## src/rtl/pc_sequencer.sv

```systemverilog
// Program-counter sequencer: fetch handshake, issue/stall, redirect priority and halt.
// Define PC_SEQUENCER_ALIGN_CHECK_EN to trap misaligned jr targets to FAULT_VECTOR with a sticky fault flag.
module pc_sequencer #(
    parameter logic [31:0] RESET_PC     = 32'h0000_0000,
    parameter logic [31:0] FAULT_VECTOR = 32'h0000_0080
) (
    input  logic        clk,
    input  logic        reset,
    output logic        imem_req,
    output logic [31:0] imem_addr,
    input  logic        imem_ack,
    output logic        instr_valid,
    input  logic        stall,
    input  logic        branch_taken,
    input  logic [15:0] branch_offset,
    input  logic        jump,
    input  logic [25:0] jump_target,
    input  logic        jr,
    input  logic [31:0] jr_addr,
    input  logic        halt,
    output logic [31:0] pc,
    output logic        pc_we,
    output logic        fault
);

    // state  | meaning
    // IDLE   | one quiet cycle after reset release
    // FETCH  | imem_req high, waiting for imem_ack
    // ISSUE  | instruction presented to decode, redirects/halt sampled
    // HALTED | terminal until reset
    typedef enum logic [1:0] {IDLE, FETCH, ISSUE, HALTED} state_t;

    state_t      r_state;
    logic [31:0] r_pc;
    logic        r_imem_req;
    logic        r_instr_valid;

    logic [31:0] w_pc_plus4;
    logic [31:0] w_branch_target;
    logic [31:0] w_jump_target;
    logic [31:0] w_jr_target;
    logic [31:0] w_next_pc;
    logic        w_advance;

    assign w_pc_plus4      = r_pc + 32'd4;
    assign w_branch_target = w_pc_plus4 + {{14{branch_offset[15]}}, branch_offset, 2'b00};
    assign w_jump_target   = {w_pc_plus4[31:28], jump_target, 2'b00};
    assign w_advance       = (r_state == ISSUE) && !stall && !halt;

`ifdef PC_SEQUENCER_ALIGN_CHECK_EN
    logic w_misalign;
    logic r_fault;

    assign w_misalign  = jr && (jr_addr[1:0] != 2'b00);
    assign w_jr_target = w_misalign ? FAULT_VECTOR : jr_addr;

    always_ff @(posedge clk or posedge reset) begin
        if (reset) begin
            r_fault <= 1'b0;
        end else if (w_advance && w_misalign) begin
            r_fault <= 1'b1;
        end
    end

    assign fault = r_fault;
`else
    // Low address bits are dropped so a register-indirect jump always lands word-aligned.
    assign w_jr_target = jr_addr & 32'hFFFF_FFFC;
    assign fault       = 1'b0;
`endif

    always_comb begin
        w_next_pc = w_pc_plus4;
        if (jr) begin
            w_next_pc = w_jr_target;
        end else if (jump) begin
            w_next_pc = w_jump_target;
        end else if (branch_taken) begin
            w_next_pc = w_branch_target;
        end
    end

    always_ff @(posedge clk or posedge reset) begin
        if (reset) begin
            r_state       <= IDLE;
            r_pc          <= RESET_PC;
            r_imem_req    <= 1'b0;
            r_instr_valid <= 1'b0;
        end else begin
            case (r_state)
                IDLE: begin
                    r_state    <= FETCH;
                    r_imem_req <= 1'b1;
                end
                FETCH: begin
                    if (imem_ack) begin
                        r_state       <= ISSUE;
                        r_imem_req    <= 1'b0;
                        r_instr_valid <= 1'b1;
                    end
                end
                ISSUE: begin
                    if (!stall) begin
                        r_instr_valid <= 1'b0;
                        if (halt) begin
                            r_state <= HALTED;
                        end else begin
                            r_state    <= FETCH;
                            r_imem_req <= 1'b1;
                            r_pc       <= w_next_pc;
                        end
                    end
                end
                HALTED: begin
                    r_state       <= HALTED;
                    r_imem_req    <= 1'b0;
                    r_instr_valid <= 1'b0;
                end
                default: begin
                    r_state       <= IDLE;
                    r_imem_req    <= 1'b0;
                    r_instr_valid <= 1'b0;
                end
            endcase
        end
    end

    assign imem_req    = r_imem_req;
    assign imem_addr   = r_pc;
    assign instr_valid = r_instr_valid;
    assign pc          = r_pc;
    assign pc_we       = w_advance;

endmodule

```

## config.mk

```make
export PLATFORM = sky130hd
export DESIGN_NAME = pc_sequencer
export DESIGN_NICKNAME = d
export VERILOG_FILES = /design/src/rtl/pc_sequencer.sv
export SDC_FILE = /design/constraint.sdc
export NUM_CORES = 1
export LEC_CHECK = 0
export CAP_MARGIN = 0
export CELL_PAD_IN_SITES_DETAIL_PLACEMENT = 0
export CELL_PAD_IN_SITES_GLOBAL_PLACEMENT = 1
export CORE_AREA = 3 3 122 124
export CTS_BUF_LIST = sky130_fd_sc_hd__clkbuf_2
export DETAILED_ROUTE_END_ITERATION = 10
export DIE_AREA = 0 0 125 127
export HOLD_SLACK_MARGIN = 0.03
export PLACE_DENSITY_LB_ADDON = 0.1
export SLEW_MARGIN = 20
export SYNTH_ARGS = -nofsm -noshare
export SYNTH_HDL_FRONTEND = slang
export SYNTH_SLANG_ARGS = --single-unit
```

## constraint.sdc

```tcl
create_clock -name clk -period 4.85 [get_ports clk]
set_input_delay 0.485 -clock clk [delete_from_list [all_inputs] [get_ports clk]]
set_output_delay 0.485 -clock clk [all_outputs]
set_load 0.005 [all_outputs]
```

== Word level (Yosys, flattened, before mapping) ==
Cells that the tools add are included.

* Input bits: 82
* Bits in read-only memories: 0
* Flip-flop bits (word level): 36
* Bits in latches: 0
* Memory bits (writable): 0
* Memories kept: 0
* Word-level logic and storage cells: 38

* Add/subtract/negate cells: 2
* Divide/modulo/power cells: 0
* $mul: 0
* Muxes and demuxes: 14
* Equality and inequality tests: 6
* Reduce and logical (&&, ||, !) cells: 10
* Shift operators: 0
* Bitwise operators: 2
* Order comparisons: 0

{| class="wikitable"
|+ Operators with widths
! cell !! count
|-
| $mux W32 || 3
|-
| $add A32 B3 Y32 const B || 1
|-
| $add A32 B32 Y32 || 1
|-
| $reduce_and A3 Y1 || 3
|-
| $pmux W2 S4 || 1
|-
| $mux W2 || 3
|-
| $ne A2 B2 Y1 const B || 3
|-
| $mux W1 || 5
|-
| $eq A2 B2 Y1 const B || 2
|-
| $pmux W1 S4 || 1
|-
| $pmux W1 S3 || 1
|-
| $reduce_bool A3 Y1 || 1
|-
| $eq A2 B1 Y1 const B || 1
|-
| $logic_and A1 B1 Y1 || 2
|-
| $logic_not A1 Y1 || 2
|-
| $logic_not A2 Y1 || 1
|-
| $not A1 Y1 || 2
|-
| $reduce_and A2 Y1 || 1
|}

== Longest topological paths before layout ==
* Word-level depth: 5
* Gate-level depth with buffers: 16
* Depth with buffers taken out: 15

== Worst setup path before layout ==
Ideal clock, no wire load.

* Path type: reg2reg
* Start: register r_pc[4] (netlist: imem_addr[4])
* End: register r_pc[31] (netlist: imem_addr[31])
* Path slack: 763 ps
* Buffers on the path: 1
* Period minus slack after synthesis: 4,087 ps
* Data arrival time: 4,018 ps
* Cell stages (with the launch flop): 16
* Cell sequence: dfrtp_1 > nand3_2 > nor4_4 > nand3_1 > xnor2_1 > ha_1 > buf_6 > a2111o_1 > a2111oi_4 > nor3_1 > or4_1 > a31oi_2 > o31ai_1 > mux4_2 > or4_1 > nand3_1

* Word-level cells in the longest chain between the ends: 5

{| class="wikitable"
|+ RTL lines
! what !! RTL line !! source
|-
| start: declaration || 34 || <nowiki>logic [31:0] r_pc;</nowiki>
|-
| start signal: assignment || 110 || <nowiki>r_pc <= w_next_pc;</nowiki>
|-
| $add A32 B3 Y32 * || 45 || <nowiki>assign w_pc_plus4 = r_pc + 32'd4;</nowiki>
|-
| $add A32 B32 Y32 || 46 || <nowiki>assign w_branch_target = w_pc_plus4 + {{14{branch_offset[15]}}, branch_offset, 2'b00};</nowiki>
|-
| $mux W32 || 78 || <nowiki>end else if (branch_taken) begin</nowiki>
|-
| $mux W32 * || 76 || <nowiki>end else if (jump) begin</nowiki>
|-
| $mux W32 * || 74 || <nowiki>if (jr) begin</nowiki>
|}

Mark *: on every way between the ends. The rest lies on a longest branch, timed or not.
A chain may end at the register's enable or synchronous reset.

== Worst setup path in the final report ==
Ends and elaborated chain as after synthesis.

==> results.ini <==
[route]
totalWireLength_um=17330
drt_iter0_drc=321
via_per_inst=5.511
firstDrtPassIters=5
ant_nets=0
avgRoutedWirePerCell_um=19.17
vias=4982
remaining_drc_errors=0

[worst_setup_path]
slowest_stage=dfrtp_1
crit_chain=nand3_2 -> nor4_4 -> buf_4 -> nand4_1 -> xnor2_1 -> ha_1 -> and2_1 -> a2111oi_4 -> nor3_1 -> or4_1 -> a31oi_2 -> o31ai_1 -> mux4_2 -> or4_1 -> nand3_1
path_max_fanout=8
reg2reg_to=imem_addr[31]
crit_required_ps=5300
endpoint_kind=flop
r2r_slack_ps=460
critPathTopFamily=simple AND/OR/NAND/NOR gates
crit_buf_inv=1
cp-start-kind=flop
critPathMostFrequentCell=or4_1
worstPathArrival_ps=4850
path_class=reg2reg
r2r_start=imem_addr[4]
worst_r2r_path_depth=15
max_stage_delay_ps=570

[final_layout]
seqCellArea_um2=850.8
n_fill_cell=1416
multi_input_area_um2=3358
fin_nets=842
layout-drive-gt1-share=0.05394
final_cells=904
area_delta_synth_final_pct=31.68

[grt]
grt-ovfl-total=0
track_usage=0.2131
grt_pass1_vias=4868
grt_max_degree=40
grt_pass1_wl_um=27270
top_usage_layer=met2
grt_use_met2=0.3527
grt_antenna_before_repair=1
use_met1=0.2888
grt_util_met3=0.03052

[run]
drv_cap=0

[pwr]
ir_worst_vdd_mv=0.1115
powerDensity_nw_per_um2=266.3
p_leak_nw=2.653

[synthesis]
ys_seq_area_frac=0.1826
async_flop_share=1.000
ys_types=71
synthCells=616
yosys.area.top_type=dfrtp_1
yosys-top-cells-area=dfrtp_1, ha_1, buf_4
ys_warn_count=0
yosys_most_used_dff=dfrtp_1
synth-edff-count=0
synth_top_area_share=0.1826
syn_area_per_cell_um2=7.566
syn_area_um2=4661
synth_seq_cells=34

[floorplan]
rows=43
dieArea_um2=15880
core_um2=13880
fp.dieH_um=127
fp.dieW_um=125
io_pins=150
start_util=0.3358

[clocking]
clkLatencyLatePin_ps=500
h-tree-depth=2
clk_pin_slew_ps=270
cts_hold_buf=0
clock_path_buffers=2
cts.sink_count=34
cts_tree=done
root_buffer=clkbuf_2
numCtsBuffers=5

[timing]
max_freq_mhz=227.6
hold_viol=0
setup_viol=0
worstMarginPinSlew_ps=665.8
slew-limit-headroom=0.5557
skew_ps=49.95
layout_worst_path_cycle_share=0.9060
rsz0062_at_grt=false
setup-tns-final_ps=0
min_period_ps=4394
slew_violations=0

[place]
post-place-cells=894
io_buffers=142
gp_congestion=0.8904
dp_hpwl_um=13060

[outcome]
status=finished, final reports clean

[worst_hold_path]
hp-class=in2async

power breakdown:
group	internal [mW]	switching, mW
combinational	0.516	0.491
sequential	0.326	0.0802
clock	0.0854	0.135
per-stage QoR:
step	worst slack [ps]	hold WS, ps	instance area [um2]	util	total power, mW
floorplan	763.2	474.0	4676	-	1.052
global route	165.8	379.8	6137	0.4421	1.766
finish	456.0	356.0	6137	0.4421	1.634
global placement	398.6	467.5	6056	0.4363	1.406
CTS	247.2	356.1	6121	0.4410	1.642
detailed placement	317.7	474.0	6056	0.4363	1.412
placed cells by master, fill, tap and decap left out, types with 4 or more instances in the layout:
master,synthesis,final
clkdlybuf4s50_1,0,142
o22ai_1,5,5
clkbuf_2,0,5
buf_4,37,17
inv_1,20,20
o21a_1,13,13
xor2_1,18,18
a21o_1,18,18
and2_1,5,5
a211oi_1,7,7
a21oi_1,49,49
nand4_1,10,10
ha_1,37,37
o211ai_1,11,11
o31ai_1,8,8
a31oi_1,9,9
o21ai_1,6,6
nand3_1,25,25
mux2i_1,9,9
dfrtp_1,34,34
o21ai_0,27,27
xnor2_1,28,28
a211o_1,5,5
nor2_1,54,54
nor3_1,7,7
a221oi_1,4,4
conb_1,1,5
o21bai_1,4,4
nor2b_1,4,4
and3_1,13,13
nand2_1,61,61
nor3b_1,4,4
a311oi_1,5,5
what timing repair did:
item | in CTS | in global routing
gates resized for setup | 0 | 1
setup endpoints to repair | 0 | 1
setup buffers | 0 | 1
worst max path at each step:
stage                   from       endpoint  slack [ps]  cells after the start
5_1_grt         imem_addr[4]  imem_addr[31]         170                     13
3_3_place_gp   imem_addr[15]  imem_addr[31]         400                     15
4_1_cts         imem_addr[4]  imem_addr[31]         250                     15
6_report        imem_addr[4]  imem_addr[31]         460                     15
3_5_place_dp    imem_addr[4]  imem_addr[31]         320                     14
2_1_floorplan   imem_addr[4]  imem_addr[31]         760                     15
logic make-up (layout without fill, tap and decap cells):
logic type / count (synthesis) / after routing / synth area share
multiplexers: 12 / 12 / 0.02899
AO/OA/AOI/OAI: 197 / 197 / 0.2867
adder cells (fa/ha/maj): 38 / 38 / 0.1036
buffers and inverters: 87 / 190 / 0.1015
flip-flops: 34 / 34 / 0.1826
AND/OR/NAND/NOR: 201 / 201 / 0.2094
other: 1 / 6 / 0.0008046
XOR/XNOR: 46 / 46 / 0.08644
state kept, by name, indices dropped and copies added (netlist names):
signal and count:
instr_valid 1, r_state 2, imem_addr 30, imem_req 1
cells in the mapped netlist (8+ instances only):
cell / number
a31oi_1: 9
dfrtp_1: 34
xor2_1: 18
nand2_1: 61
nand3_1: 25
a21oi_1: 49
xnor2_1: 28
o21ai_0: 27
ha_1: 37
clkbuf_1: 23
o31ai_1: 8
o21a_1: 13
and3_1: 13
inv_1: 20
buf_4: 37
o211ai_1: 11
a21o_1: 18
mux2i_1: 9
nand4_1: 10
nor2_1: 54
worst min-delay path, stage by stage:
cell	delay, ps
clkdlybuf4s50_1	390
inv_1	50
buf_4	430
layer usage:
layer / wire [um] / part of all wire / vias up
met2: 8071 / 0.47 / 145
met4: 427 / 0.025 / 0
met3: 805 / 0.046 / 26
met1: 8027 / 0.46 / 2383
li1: - / - / 2428
met5: 0 / 0 / -
area by class of cell:
cell class                 instances  share of cell area
antenna                            1           0.0004077
clock buffer                       5            0.004077
clock inverter                     3            0.006524
inverter                          23             0.01407
multi-input combinational        499              0.5472
sequential                        34              0.1386
tap                              180             0.03670
timing repair buffer             159              0.2524
No activity file was read; power rests on OpenSTA's default activity.
